[config.mk]
export PLATFORM = sky130hd
export DESIGN_NAME = serial_word_feeder
export DESIGN_NICKNAME = d
export VERILOG_FILES = /design/src/rtl/serial_word_feeder.sv
export SDC_FILE = /design/constraint.sdc
export NUM_CORES = 1
export LEC_CHECK = 0
export ABC_AREA = 1
export CELL_PAD_IN_SITES_DETAIL_PLACEMENT = 1
export CELL_PAD_IN_SITES_GLOBAL_PLACEMENT = 1
export CORE_UTILIZATION = 45
export DETAILED_ROUTE_END_ITERATION = 8
export DONT_BUFFER_PORTS = 1
export PLACE_DENSITY = 0.86
export SYNTH_ARGS = -nofsm -noshare
export SYNTH_HDL_FRONTEND = slang
export SYNTH_SLANG_ARGS = --single-unit
export TNS_END_PERCENT = 30
[constraint.sdc]
create_clock -name clk -period 3.7 [get_ports clk]
set_clock_uncertainty 0.15 [all_clocks]
set_input_delay 0.925 -clock clk [delete_from_list [all_inputs] [get_ports clk]]
set_output_delay 0.925 -clock clk [all_outputs]
set_load 0.05 [all_outputs]
[src/rtl/serial_word_feeder.sv]
// Parallel-to-serial feeder: takes a SIZE-bit word over valid/ready and emits it
// one bit per enabled cycle on out/out_enable for a downstream shift register.
module serial_word_feeder #(
    parameter int SIZE      = 8,
    parameter bit LSB_FIRST = 1'b1
) (
    input  logic            clk,
    input  logic            reset,
    input  logic [SIZE-1:0] in_data,
    input  logic            in_valid,
    output logic            in_ready,
    input  logic            hold,
    output logic            out,
    output logic            out_enable,
    output logic            last,
    output logic            busy
);
    localparam int CW = $clog2(SIZE);
    localparam logic [CW-1:0] LAST_IDX = CW'(SIZE - 1);

    typedef enum logic {IDLE, SHIFT} state_t;

    state_t          state, state_nxt;
    logic [SIZE-1:0] shadow, shadow_nxt;
    logic [CW-1:0]   count, count_nxt;
    logic            accept;

    always_ff @(posedge clk or negedge reset) begin
        if (!reset) begin
            state  <= IDLE;
            shadow <= '0;
            count  <= '0;
        end else begin
            state  <= state_nxt;
            shadow <= shadow_nxt;
            count  <= count_nxt;
        end
    end

    always_comb begin
        state_nxt  = state;
        shadow_nxt = shadow;
        count_nxt  = count;
        busy       = 1'b0;
        out        = 1'b0;
        out_enable = 1'b0;
        last       = 1'b0;
        in_ready   = 1'b1;
        accept     = 1'b0;

        case (state)
            SHIFT: begin
                busy       = 1'b1;
                out        = LSB_FIRST ? shadow[0] : shadow[SIZE-1];
                out_enable = !hold;
                last       = out_enable && (count == LAST_IDX);
                // Ready only while the final bit retires, so a new word lands with no bubble.
                in_ready   = last;
            end
            default: ;
        endcase

        accept = in_valid && in_ready;

        if (accept) begin
            shadow_nxt = in_data;
            count_nxt  = '0;
            state_nxt  = SHIFT;
        end else if (out_enable) begin
            shadow_nxt = LSB_FIRST ? (shadow >> 1) : (shadow << 1);
            count_nxt  = count + CW'(1);
            if (last) state_nxt = IDLE;
        end
    end
endmodule

==> out/results.tsv <==
stage	metric	value	unit
timing	Fmax	0.364	GHz
setup_path	Worst path max stage delay	400	ps
die	row count	13	
logic_synthesis	Unique masters post-synth	13	
logic_synthesis	cell count after synthesis	92	
finish	Inserted Diodes	0	
global_routing	initial antenna violation count	0	
logic_synthesis	synthesized area per cell	7.41	µm²
timing	Slew HR	63.2	%
finish	Final #Nets	109	
setup_path	Worst EP required	2620	ps
job	MaxCap Viol Count	0	
cts	clk buf depth	2	
cts	CTS tree	done	
timing	min Tclk post-route	2750	ps
logic_synthesis	post-synthesis cell area	682	µm²
logic_synthesis	Async S/R FF share, synth	100	%
cts	CTS H-tree depth	1	
timing	RSZ-0062 raised after global routing	false	
detailed_routing	Pre-antenna DRT Iters	3	
cts	Post CTS Setup Buffer Count	0	
timing	final-report setup violation count	0	
detailed_routing	Routed WL per cell	12.4	µm
pwr	LEAKAGE	0.435	nW
setup_path	CP delay by family, top	flip-flops	
die	CORE AREA	1350	µm²
setup_path	Setup crit end kind	output pin	
die	die height	40.9	µm
global_routing	vias in the first global route	526	
setup_path	slowest CP cell	dfrtp_1	
cts	Clk pin slew, worst setup/hold paths	70	ps
global_routing	Global Route Usage Sum	20.4	%
detailed_routing	vias post-DR	552	
cts	clock buffer count from CTS	3	
timing	Final TNS setup	0	ps
detailed_routing	Initial DRC Count	1	
setup_path	nature of the critical path startpoint	flop	
setup_path	Worst Path Arrival	1670	ps
cts	Resized cells post-CTS	0	
detailed_routing	drt total wl	1.34	mm
hold_path	type of the worst min-delay path	in -> async	
timing	worst-margin pin slew	552	ps
timing	Fin Hold WS	191	ps
cts	Clock Sinks	12	
finish	post-layout util	51.6	%
cts	Root Driver	clkbuf_4	
place	GPL Wtd Cong	0.680	
cts	insertion delay to the later sink of the worst-skew pair	270	ps
global_routing	GRT overflow	0	
finish	Filler Cell Count	182	
timing	final count of pins violating max slew	0	
setup_path	Setup Crit Path Kind	reg -> out	
pwr	PD cells	873	nW/µm²
logic_synthesis	Yosys top cell by area	dfrtp_1	
detailed_routing	DRT antenna net count	0	
detailed_routing	DR vias/cell	5.11	
die	Initial Util	50.5	%
setup_path	Max FO, Critical Path	11	
logic_synthesis	Area contributors post-synth	dfrtp_1, nand2_1, nand3_1	
global_routing	pin count of the biggest net entering global routing	13	
die	die area	1670	µm²
pwr	worst vdd ir	0.000372	V
finish	share of layout cells above drive strength 1	10.8	%
timing	fin crit share	74.2	%
timing	final hold vios	0	
cts	Hold Buf Count CTS	0	
logic_synthesis	Yosys reg bits	12	
status	status	finished, final reports clean	
die	Die X	40.9	µm
place	hpwl dp	978	µm
setup_path	critical path, cell by cell	ha_1 > ha_1 > nand2_1 > nand2_1 > buf_4	
logic_synthesis	number of synthesized flops with an enable pin	0	
logic_synthesis	sequential share of the synthesized area	44.0	%
logic_synthesis	syn_nets	106	
logic_synthesis	Synth top area share	44.0	%
logic_synthesis	Synth warnings	0	
global_routing	first-pass GRT wire length	2.15	mm
detailed_routing	residual DRC count	0	
finish	Multi-input gate area	269	µm²
finish	synthesis-to-layout area growth	2.20	%
logic_synthesis	top post-synthesis cells by count	nand2_1, inv_1, nand3_1, dfrtp_1, buf_6	
place	Port Buffers	0	
setup_path	sum of buffers and inverters on the critical path	1	
finish	FF/Latch Area	300	µm²
logic_synthesis	top-count cell post-synth	nand2_1	
die	Ports	17	
logic_synthesis	Top FF cell, synth	dfrtp_1	
layout make-up:
cell class	instances	share of cell area, %
Clock buffer	3	3.23
Inverter	19	10.2
Multi-Input combinational cell	57	38.6
Sequential cell	12	43.1
Tap cell	15	2.69
Timing Repair Buffer	2	2.15
worst reg2reg max path, stage by stage, from the launching register on:
cell     delay, ps
dfrtp_1        400
ha_1           200
ha_1           180
nand2_1         80
nand2_1        240
nand2_1        380
nand2_1         90
nand3_1         80
nand2_1         70
cells in the final DEF, fill, tap and decap left out, drive strengths merged:
master	count
dfrtp	12
nor2	1
clkbuf	3
o21ai	2
ha	2
nand2	35
inv	19
buf	2
nand3	17
cells by family after synthesis:
| group | after synthesis | synth area share, % |
|---|---|---|
| flip-flops | 12 | 44.0 |
| adder cells (fa/ha/maj) | 2 | 3.67 |
| AND/OR/NAND/NOR | 53 | 33.8 |
| buffers and inverters | 23 | 16.5 |
| AO/OA/AOI/OAI | 2 | 2.02 |
where the power goes:
part / leakage, nW / internal (mW) / switching (mW)
clock: 0.0138 / 0.0376 / 0.0412
sequential: 0.152 / 0.189 / 0.0545
combinational: 0.269 / 0.0820 / 0.204
per-layer routing:
metal	track usage (%)	routed length [µm]	vias up
met1	24.5	638	254
met2	33.2	642	15
met4	12.5	21	0
li1	-	-	279
met3	3.80	35	4
met5	0	0	-
worst paths after layout:
check,slack (ps),endpoint,depth (start not counted),startpoint
min in group clk,330,shadow[3]$_DFFE_PN0P_,2,shadow[3]$_DFFE_PN0P_
worst max register to register,1720,shadow[2]$_DFFE_PN0P_,8,count[0]$_DFFE_PN0P_
worst min register to register,330,shadow[3]$_DFFE_PN0P_,2,shadow[3]$_DFFE_PN0P_
max in group asynchronous,3130,count[1]$_DFFE_PN0P_,0,reset
worst min-delay path,190,state$_DFFE_PN0P_,0,reset
worst max-delay path,950,in_ready,5,count[0]$_DFFE_PN0P_
registers in the layout (all words and copies together) (netlist names):
signal  count
state       1
shadow      8
count       3
stage by stage:
stage | worst slack, ps | power (mW) | cell area, µm² | cells
detailed placement | 1030 | 0.536 | 674 | 105
global placement | 1070 | 0.520 | 674 | 105
CTS | 934 | 0.618 | 697 | 108
floorplan | 947 | 0.498 | 682 | 92
global route | 861 | 0.662 | 697 | 108
finish | 954 | 0.608 | 697 | 108
No activity file was read; power rests on OpenSTA's default activity.
